### config.mk
export PLATFORM = sky130hd
export DESIGN_NAME = sram_data_responder
export DESIGN_NICKNAME = d
export VERILOG_FILES = /design/src/rtl/sram_data_responder.sv
export SDC_FILE = /design/constraint.sdc
export NUM_CORES = 1
export LEC_CHECK = 0
export BUFFER_PORTS_ARGS = -buffer_cell sky130_fd_sc_hd__buf_2
export CORE_AREA = 2 2 132 95
export DETAILED_ROUTE_END_ITERATION = 8
export DIE_AREA = 0 0 134 97
export PLACE_DENSITY_LB_ADDON = 0.08
export SLEW_MARGIN = 20
export SYNTH_ARGS = -nofsm -noshare
export SYNTH_HDL_FRONTEND = slang
export SYNTH_SLANG_ARGS = --single-unit
### constraint.sdc
create_clock -name clk -period 2 [get_ports clk]
set_input_delay 0.1 -clock clk [delete_from_list [all_inputs] [get_ports clk]]
set_output_delay 0.1 -clock clk [all_outputs]
set_load 0.1 [all_outputs]
### src/rtl/sram_data_responder.sv
// Bridges the CPU data-side SRAM-like port to AXI4-Lite-style read/write channels, one transaction at a time.
// Optional macro SRAM_RESP_POSTED_WRITE_EN: writes release the CPU once aw/w are accepted; bvalid is collected in the background.
module sram_data_responder #(
  parameter int ADDR_W = 32,
  parameter int DATA_W = 32
) (
  input  logic                clk,
  input  logic                resetn,
  input  logic                data_sram_en,
  input  logic [DATA_W/8-1:0] data_sram_wen,
  input  logic [ADDR_W-1:0]   data_sram_addr,
  input  logic [DATA_W-1:0]   data_sram_wdata,
  output logic [DATA_W-1:0]   data_sram_rdata,
  output logic                dataStall,
  input  logic                pipelineStall,
  output logic [ADDR_W-1:0]   araddr,
  output logic                arvalid,
  input  logic                arready,
  input  logic [DATA_W-1:0]   rdata,
  input  logic                rvalid,
  output logic                rready,
  output logic [ADDR_W-1:0]   awaddr,
  output logic                awvalid,
  input  logic                awready,
  output logic [DATA_W-1:0]   wdata,
  output logic [DATA_W/8-1:0] wstrb,
  output logic                wvalid,
  input  logic                wready,
  input  logic                bvalid,
  output logic                bready
);

  localparam int STRB_W = DATA_W / 8;
  localparam logic [ADDR_W-1:0] WORD_MASK = ~ADDR_W'(STRB_W - 1);

  typedef enum logic [2:0] {
    IDLE,
    RD_ADDR,
    RD_DATA,
    WR_REQ,
    WR_RESP,
    DONE
  } state_t;

  state_t state;
  logic   aw_done;
  logic   w_done;
  logic   aw_fire;
  logic   w_fire;
  logic   wr_accepted;
  logic   can_launch;

`ifdef SRAM_RESP_POSTED_WRITE_EN
  logic wr_pending;
  // A new request may only launch once the previous posted write has its response.
  assign can_launch = ~wr_pending | bvalid;
`else
  assign can_launch = 1'b1;
`endif

  assign aw_fire     = awvalid & awready;
  assign w_fire      = wvalid & wready;
  assign wr_accepted = (aw_done | aw_fire) & (w_done | w_fire);

  assign dataStall = (state == IDLE) ? data_sram_en : (state != DONE);

  // Single sequential FSM; every bus-side output is a register so no valid depends on a ready.
  always_ff @(posedge clk or negedge resetn) begin
    if (!resetn) begin
      state           <= IDLE;
      aw_done         <= 1'b0;
      w_done          <= 1'b0;
      araddr          <= '0;
      arvalid         <= 1'b0;
      rready          <= 1'b0;
      awaddr          <= '0;
      awvalid         <= 1'b0;
      wdata           <= '0;
      wstrb           <= '0;
      wvalid          <= 1'b0;
      bready          <= 1'b0;
      data_sram_rdata <= '0;
`ifdef SRAM_RESP_POSTED_WRITE_EN
      wr_pending      <= 1'b0;
`endif
    end else begin
`ifdef SRAM_RESP_POSTED_WRITE_EN
      if (wr_pending && bvalid) begin
        wr_pending <= 1'b0;
        bready     <= 1'b0;
      end
`endif
      case (state)
        IDLE: begin
          if (data_sram_en && can_launch) begin
            if (data_sram_wen == '0) begin
              araddr  <= data_sram_addr & WORD_MASK;
              arvalid <= 1'b1;
              state   <= RD_ADDR;
            end else begin
              awaddr  <= data_sram_addr & WORD_MASK;
              wdata   <= data_sram_wdata;
              wstrb   <= data_sram_wen;
              awvalid <= 1'b1;
              wvalid  <= 1'b1;
              aw_done <= 1'b0;
              w_done  <= 1'b0;
              state   <= WR_REQ;
            end
          end
        end
        RD_ADDR: begin
          if (arready) begin
            arvalid <= 1'b0;
            rready  <= 1'b1;
            state   <= RD_DATA;
          end
        end
        RD_DATA: begin
          if (rvalid) begin
            rready          <= 1'b0;
            data_sram_rdata <= rdata;
            state           <= DONE;
          end
        end
        WR_REQ: begin
          if (aw_fire) begin
            awvalid <= 1'b0;
            aw_done <= 1'b1;
          end
          if (w_fire) begin
            wvalid <= 1'b0;
            w_done <= 1'b1;
          end
          if (wr_accepted) begin
            aw_done <= 1'b0;
            w_done  <= 1'b0;
            bready  <= 1'b1;
`ifdef SRAM_RESP_POSTED_WRITE_EN
            wr_pending <= 1'b1;
            state      <= DONE;
`else
            state      <= WR_RESP;
`endif
          end
        end
        WR_RESP: begin
          if (bvalid) begin
            bready <= 1'b0;
            state  <= DONE;
          end
        end
        // Holding here under a pipeline stall keeps the still-asserted request from being reissued.
        DONE: begin
          if (!pipelineStall) begin
            state <= IDLE;
          end
        end
        default: state <= IDLE;
      endcase
    end
  end

endmodule

## Yosys cells after proc, flatten, opt, wreduce, memory -nomap -nowiden

Index checks and enable logic that the tools add are counted.

- RAM bits: 0
- Output and inout port bits: 138
- Bits in read-only memories: 0
- Input bits: 109
- Latch bits: 0
- Memories kept: 0
- Register bits: 138

- Magnitude comparators: 0
- Multipliers: 0
- Shift-type cells: 0
- $add $sub $neg: 0
- Bitwise gates (word level): 6
- Reduce and logical (&&, ||, !) cells: 17
- Equal/unequal tests: 18
- Multiplexer cells: 33
- Divide/modulo/power cells: 0

Operators with widths:

| kind | number |
|---|---|
| 4-bit AND reduction | 5 |
| 1-bit 2-to-1 mux | 18 |
| 3-bit 2-to-1 mux | 6 |
| 2-bit != test, second input constant | 9 |
| 3-bit case mux with 6 select lines | 1 |
| 1-bit case mux with 2 select lines | 7 |
| 3-bit AND reduction | 4 |
| 3-bit != test, second input constant | 3 |
| 2-bit nonzero test | 4 |
| 3-bit by 2-bit == test with 1-bit output, second input constant | 2 |
| 3-bit == test, second input constant | 2 |
| 6-bit AND reduction | 1 |
| 4-bit zero test | 1 |
| 1-bit bitwise AND | 3 |
| 3-bit by 1-bit == test with 1-bit output, second input constant | 1 |
| 3-bit zero test | 1 |
| 2-bit 2-to-1 mux | 1 |
| 2-bit by 1-bit != test with 1-bit output, second input constant | 1 |
| 1-bit bitwise OR | 2 |
| 2-bit AND reduction | 1 |
| 1-bit inverter | 1 |

## Longest topological paths before layout

Gate-level depths: netlist of the first run.

- Word-level depth: 5
- Gate-level depth with buffers: 6
- Depth with buffers taken out: 3

## Worst setup path before layout of the first run

Ideal clock, no wire load.

- Path kind: reg2out
- Start: reg state[0]
- End: out dataStall
- Setup slack: -920 ps
- Arrival time: 2820 ps
- Required time: 1900 ps
- Stages on the path, launching flop included: 4
- Path through: dfrtp_1 > buf_4 > and2_0 > o21ai_0

- Word-level cells in the longest chain between the ends: 2
- Elaborated cells on any way between the ends: 3
- Classes of those cells: eq/ne: 1; mux: 1; reduce/logical: 1

RTL lines:

| item | line | source |
|---|---|---|
| from (decl) | 45 | `state_t state;` |
| from (signal assigned) | 70 | `state <= IDLE;` |
| from (signal assigned) | 99 | `state <= RD_ADDR;` |
| from (signal assigned) | 108 | `state <= WR_REQ;` |
| 3-bit != test or 3-bit zero test (tied branches) | 65 | `assign dataStall = (state == IDLE) ? data_sram_en : (state != DONE);` |
| 1-bit 2-to-1 mux (*) | 65 |  |
| to (decl) | 14 | `output logic dataStall,` |

Every way passes the cells marked *; elsewhere a longest branch is shown, timed or not.

## Worst setup path after layout of the first run

Ends and elaborated chain as after synthesis.

==> results of run 1 <==
layout make-up:
cell class | count | area, um^2
Clock inverter | 8 | 120
Clock buffer | 22 | 464
Inverter | 3 | 11.3
Sequential cell | 138 | 3450
Multi-Input combinational cell | 175 | 1780
Tap cell | 157 | 196
Timing Repair Buffer | 353 | 2350
Fill cell | 766 | 3230
cells in the final DEF, fill, tap and decap left out, drive strengths merged, types with 2 or more instances in the layout:
master / count
clkbuf: 22
clkinvlp: 2
clkinv: 3
inv: 3
mux2: 128
o21a: 2
nand2b: 3
nor2: 5
bufinv: 3
nor3: 3
a21oi: 4
a31oi: 3
conb: 4
dfrtp: 138
nand2: 2
nor3b: 3
dlygate4sd3: 101
buf: 252
worst paths after layout:
path	end	slack, ns	depth (start not counted)
max	dataStall	0.19	4
min	state[2]	0.07	3
max reg2reg	awaddr[18]	0.27	4
min reg2reg	araddr[22]	0.50	1
max in group asynchronous	data_sram_rdata[2]	1.06	3
min in group asynchronous	wdata[25]	0.18	2
per-stage QoR:
step                std cells  hold slack (ns)  setup slack (ns)  cell area (um^2)
CTS                       856           0.0531             0.155              8370
global placement          725           0.0780             0.299              6780
floorplan                 338           -0.196             0.257              5420
detailed placement        725           0.0851             0.287              6780
global route              856           0.0720             0.117              8370
finish                    856           0.0746             0.187              8370
routing by layer:
| metal | track usage (%) | share of wire [%] | vias up |
|---|---|---|---|
| li1 | - | - | 1896 |
| met4 | 9.08 | 2.2 | 0 |
| met2 | 40.0 | 50 | 169 |
| met1 | 25.0 | 40 | 2014 |
| met3 | 8.23 | 7.8 | 26 |
| met5 | 0 | 0 | - |
kinds of logic (layout without fill, tap and decap cells):
kind of cell    count (synthesis)  in the layout
flops                         138            138
mux                           129            129
simple gates                   26             26
buf+inv                        25            386
compound gates                 16             16
other cells                     1              4
worst reg2reg max path: stages, from the launching register on:
cell,delay (ns)
dfrtp_1,0.40
nor4b_4,0.33
nor2b_4,0.26
buf_12,0.23
mux2_2,0.41
flip-flops by register name (all words and copies together), names as in the netlist, 3 cells and up:
register and count:
araddr 30, data_sram_rdata 32, wdata 32, wstrb 4, state 3, awaddr 30
synthesized netlist by cell type, drive strengths merged:
cell / n
dfrtp: 138
mux2: 128
buf: 20
nor2: 5
a21oi: 4
a31oi: 3
inv: 3
nand2b: 3
nor3: 3
nor3b: 3
clkbuf: 2
nand2: 2
o21a: 2
a211o: 1
a21o: 1
a311o: 1
and2: 1
and3: 1
and3b: 1
conb: 1
mux4: 1
nand3: 1
nor2b: 1
nor4: 1
nor4b: 1
nor4bb: 1
o21ai: 1
o22ai: 1
o2bb2ai: 1
o31ai: 1
or2: 1
or3: 1
==> results.cfg, run 1 <==
[sta]
max_freq_mhz = 552
min_period_ns = 1.81
finClkSkew_ns = 0.00570
finalSetupViolCount = 0
slew_viol_final = 0
fin_crit_sh_pct = 90.6
relSlewSlack_pct = 64.4
rsz0062_at_grt = false
finalHoldViolations = 0
final.setup.tns_ns = 0
tightestPinTransition_ns = 0.533

[yosys]
synth.area.top_cells = dfrtp_1 64%, mux2_2 27%, buf_6 1.7%
synth_compound_area_share_pct = 1.99
yosys.area_share.adder_pct = 0
muxShareOfSynthArea_pct = 27.1
syn_inst = 335
yosysWarnings = 0
syn_area_um2 = 5400
synth_area_per_cell_um2 = 16.1
ys_seq_area_share_pct = 63.9
yosys.area_share.simple_pct = 3.52
ys_ff_latch = 138
synth_top_family_by_area = multiplexers
synth.distinct_cells = 35
yosysTopAreaCellShare_pct = 63.9
synth_top_area_cell = dfrtp_1
synthXorXnorAreaFrac_pct = 0

[hold_path]
min_from = pipelineStall
worstHoldPathType = input port to flop

[clock_tree]
clock_latency_ns = 0.40
cts-htree-levels = 4
ctsResizeCount = 0
cts_buffers = 17
post_cts_buffers = 0
cts-root-buf = clkbuf_16
cts_num_sinks = 138
clock_path_buffers = 2
cts_hold_buf = 101
path_clk_slew_ns = 0.05
cts_tree = yes

[grt]
grt_overflow = 0
grt_pass1_vias = 4507
grt_max_degree = 55
grt_pass1_wl_um = 22800
track_usage_pct = 22.8
antenna_found_initial = 0

[worst_setup_path]
path_cells = buf_4 > and2_0 > o21ai_2 > buf_2
cp-start-kind = flop
r2r_start = state[2]
cp.required_ns = 1.90
cp-startpoint = state[0]
cp.buffers_inverters = 2
path_class = flop to output pin
crit_arrival_ns = 1.71
path_delay_family = buffers and inverters
end_kind = output pin
critPathMaxFanout = 11
cp_slowest_cell = buf_2
max_stage_delay_ns = 0.44

[placement]
portBuffers = 240
place.gp.congestion = 0.768
place_hpwl_um = 8870

[die]
fp-row-count = 33
die_area_um2 = 13000
die_x_um = 134
core_area_um2 = 11600
io_pins = 247
dieHeight_um = 97
start_util_pct = 46.6

[job]
max_cap_violations = 0

[detailed_routing]
vias = 4105
ant_nets = 0
post_drt_wl_per_cell_um = 16.6
wirelength_um = 14200
dr.pass1.iters = 6
drc = 0
drt-vias-per-instance = 4.80
drt-initial-drc-count = 132

[final_layout]
num_antenna_cells = 0
area_growth_pct = 54.9
final_util_pct = 72.2
drive_gt1_share_pct = 59.1
nNetsFinal = 797

[run_status]
status = complete, no violations
Power of run 1 is left out: the tool's default activity adds up to more than one toggle a clock period on the data nets, which glitch-free logic cannot reach.
==> inputs of run 2 (changes only) <==
--- a/config.mk
+++ b/config.mk
@@ -7,6 +7,7 @@
 export LEC_CHECK = 0
 export BUFFER_PORTS_ARGS = -buffer_cell sky130_fd_sc_hd__buf_2
 export CORE_AREA = 2 2 132 95
+export CTS_BUF_LIST = sky130_fd_sc_hd__clkbuf_8 sky130_fd_sc_hd__clkbuf_16
 export DETAILED_ROUTE_END_ITERATION = 8
 export DIE_AREA = 0 0 134 97
 export PLACE_DENSITY_LB_ADDON = 0.08
==> results.cfg, run 2 (synthesis results as in run 1) <==
[grt]
antenna_found_initial = 0
grt_pass1_wl_um = 22800
grt_overflow = 0
grt_pass1_vias = 4507
track_usage_pct = 22.8
grt_max_degree = 55

[detailed_routing]
drc = 0
post_drt_wl_per_cell_um = 16.6
wirelength_um = 14200
drt-initial-drc-count = 144
drt-vias-per-instance = 4.80
vias = 4105
dr.pass1.iters = 6
ant_nets = 0

[die]
die_x_um = 134
die_area_um2 = 13000
dieHeight_um = 97
start_util_pct = 46.6
fp-row-count = 33
core_area_um2 = 11600
io_pins = 247

[final_layout]
layout.cells.non_filler = 856
largestRegisters = data_sram_rdata (32), wdata (32)
nNetsFinal = 797
final_util_pct = 72.2
multiInputGateArea_um2 = 1780
layout_commonest_cell = buf_2
area_growth_pct = 54.9
n_fill_cell = 766
num_antenna_cells = 0
regArea_um2 = 3450
drive_gt1_share_pct = 59.1
final_cell_mix = 239 x buf_2, 138 x dfrtp_1, 128 x mux2_2, 101 x dlygate4sd3_1, 17 x clkbuf_16

[hold_path]
worstHoldPathType = input port to flop

[clock_tree]
clock_path_buffers = 2
cts-htree-levels = 4
clock_latency_ns = 0.41
cts_buffers = 17
post_cts_buffers = 0
cts-root-buf = clkbuf_16
ctsResizeCount = 0
cts_num_sinks = 138
cts_hold_buf = 101
cts_tree = yes
path_clk_slew_ns = 0.05

[sta]
fin_crit_sh_pct = 90.9
max_freq_mhz = 550
final.setup.tns_ns = 0
relSlewSlack_pct = 65.4
rsz0062_at_grt = false
whs_ns = 0.0667
finClkSkew_ns = 0.0100
slew_viol_final = 0
finalHoldViolations = 0
tightestPinTransition_ns = 0.522
finalSetupViolCount = 0
min_period_ns = 1.82

[worst_setup_path]
path_class = flop to output pin
end_kind = output pin
cp-start-kind = flop
crit_arrival_ns = 1.72
critPathMaxFanout = 11
cp.required_ns = 1.90

[placement]
dp.cells = 725
place.gp.congestion = 0.768
portBuffers = 240
place_hpwl_um = 8870

[run_status]
status = complete, no violations

[job]
max_cap_violations = 0
-- run 2: metal layers --
metal,global-route usage (%),part of all wire [%],vias up
met4,9.08,2.2,0
met2,40.0,50,167
li1,-,-,1897
met3,8.23,8.0,25
met5,0,0,-
met1,25.0,40,2016
-- run 2: cell type report --
type | count | area share [%]
clock buffers | 19 | 5.41
clock inverters | 11 | 1.57
inverters | 3 | 0.135
multi-input cells | 175 | 21.3
flip-flops and latches | 138 | 41.2
well taps | 157 | 2.35
repair buffers | 353 | 28.0
-- run 2: worst max-delay path, stage by stage, from the launching register on --
cell	delay, ns
dfrtp_1	0.40
buf_4	0.18
and2_0	0.17
o21ai_2	0.12
buf_2	0.44
-- run 2: path summary, 6_finish.rpt --
path	startpoint	endpoint	slack (ns)	depth (start not counted)
setup reg to reg	state[2]	awaddr[18]	0.27	4
hold / removal	pipelineStall	state[2]	0.07	3
setup / recovery	state[0]	dataStall	0.18	4
hold reg to reg	araddr[22]	araddr[22]	0.50	1
max in group asynchronous	resetn	data_sram_rdata[2]	1.06	3
min in group asynchronous	resetn	wdata[25]	0.18	2
-- run 2: metrics by stage --
step | cell area, um^2 | setup slack (ns)
floorplan | 5420 | 0.257
global placement | 6780 | 0.299
detailed placement | 6780 | 0.287
CTS | 8370 | 0.155
global route | 8370 | 0.117
finish | 8370 | 0.182
Power of run 2 is left out for the same reason.
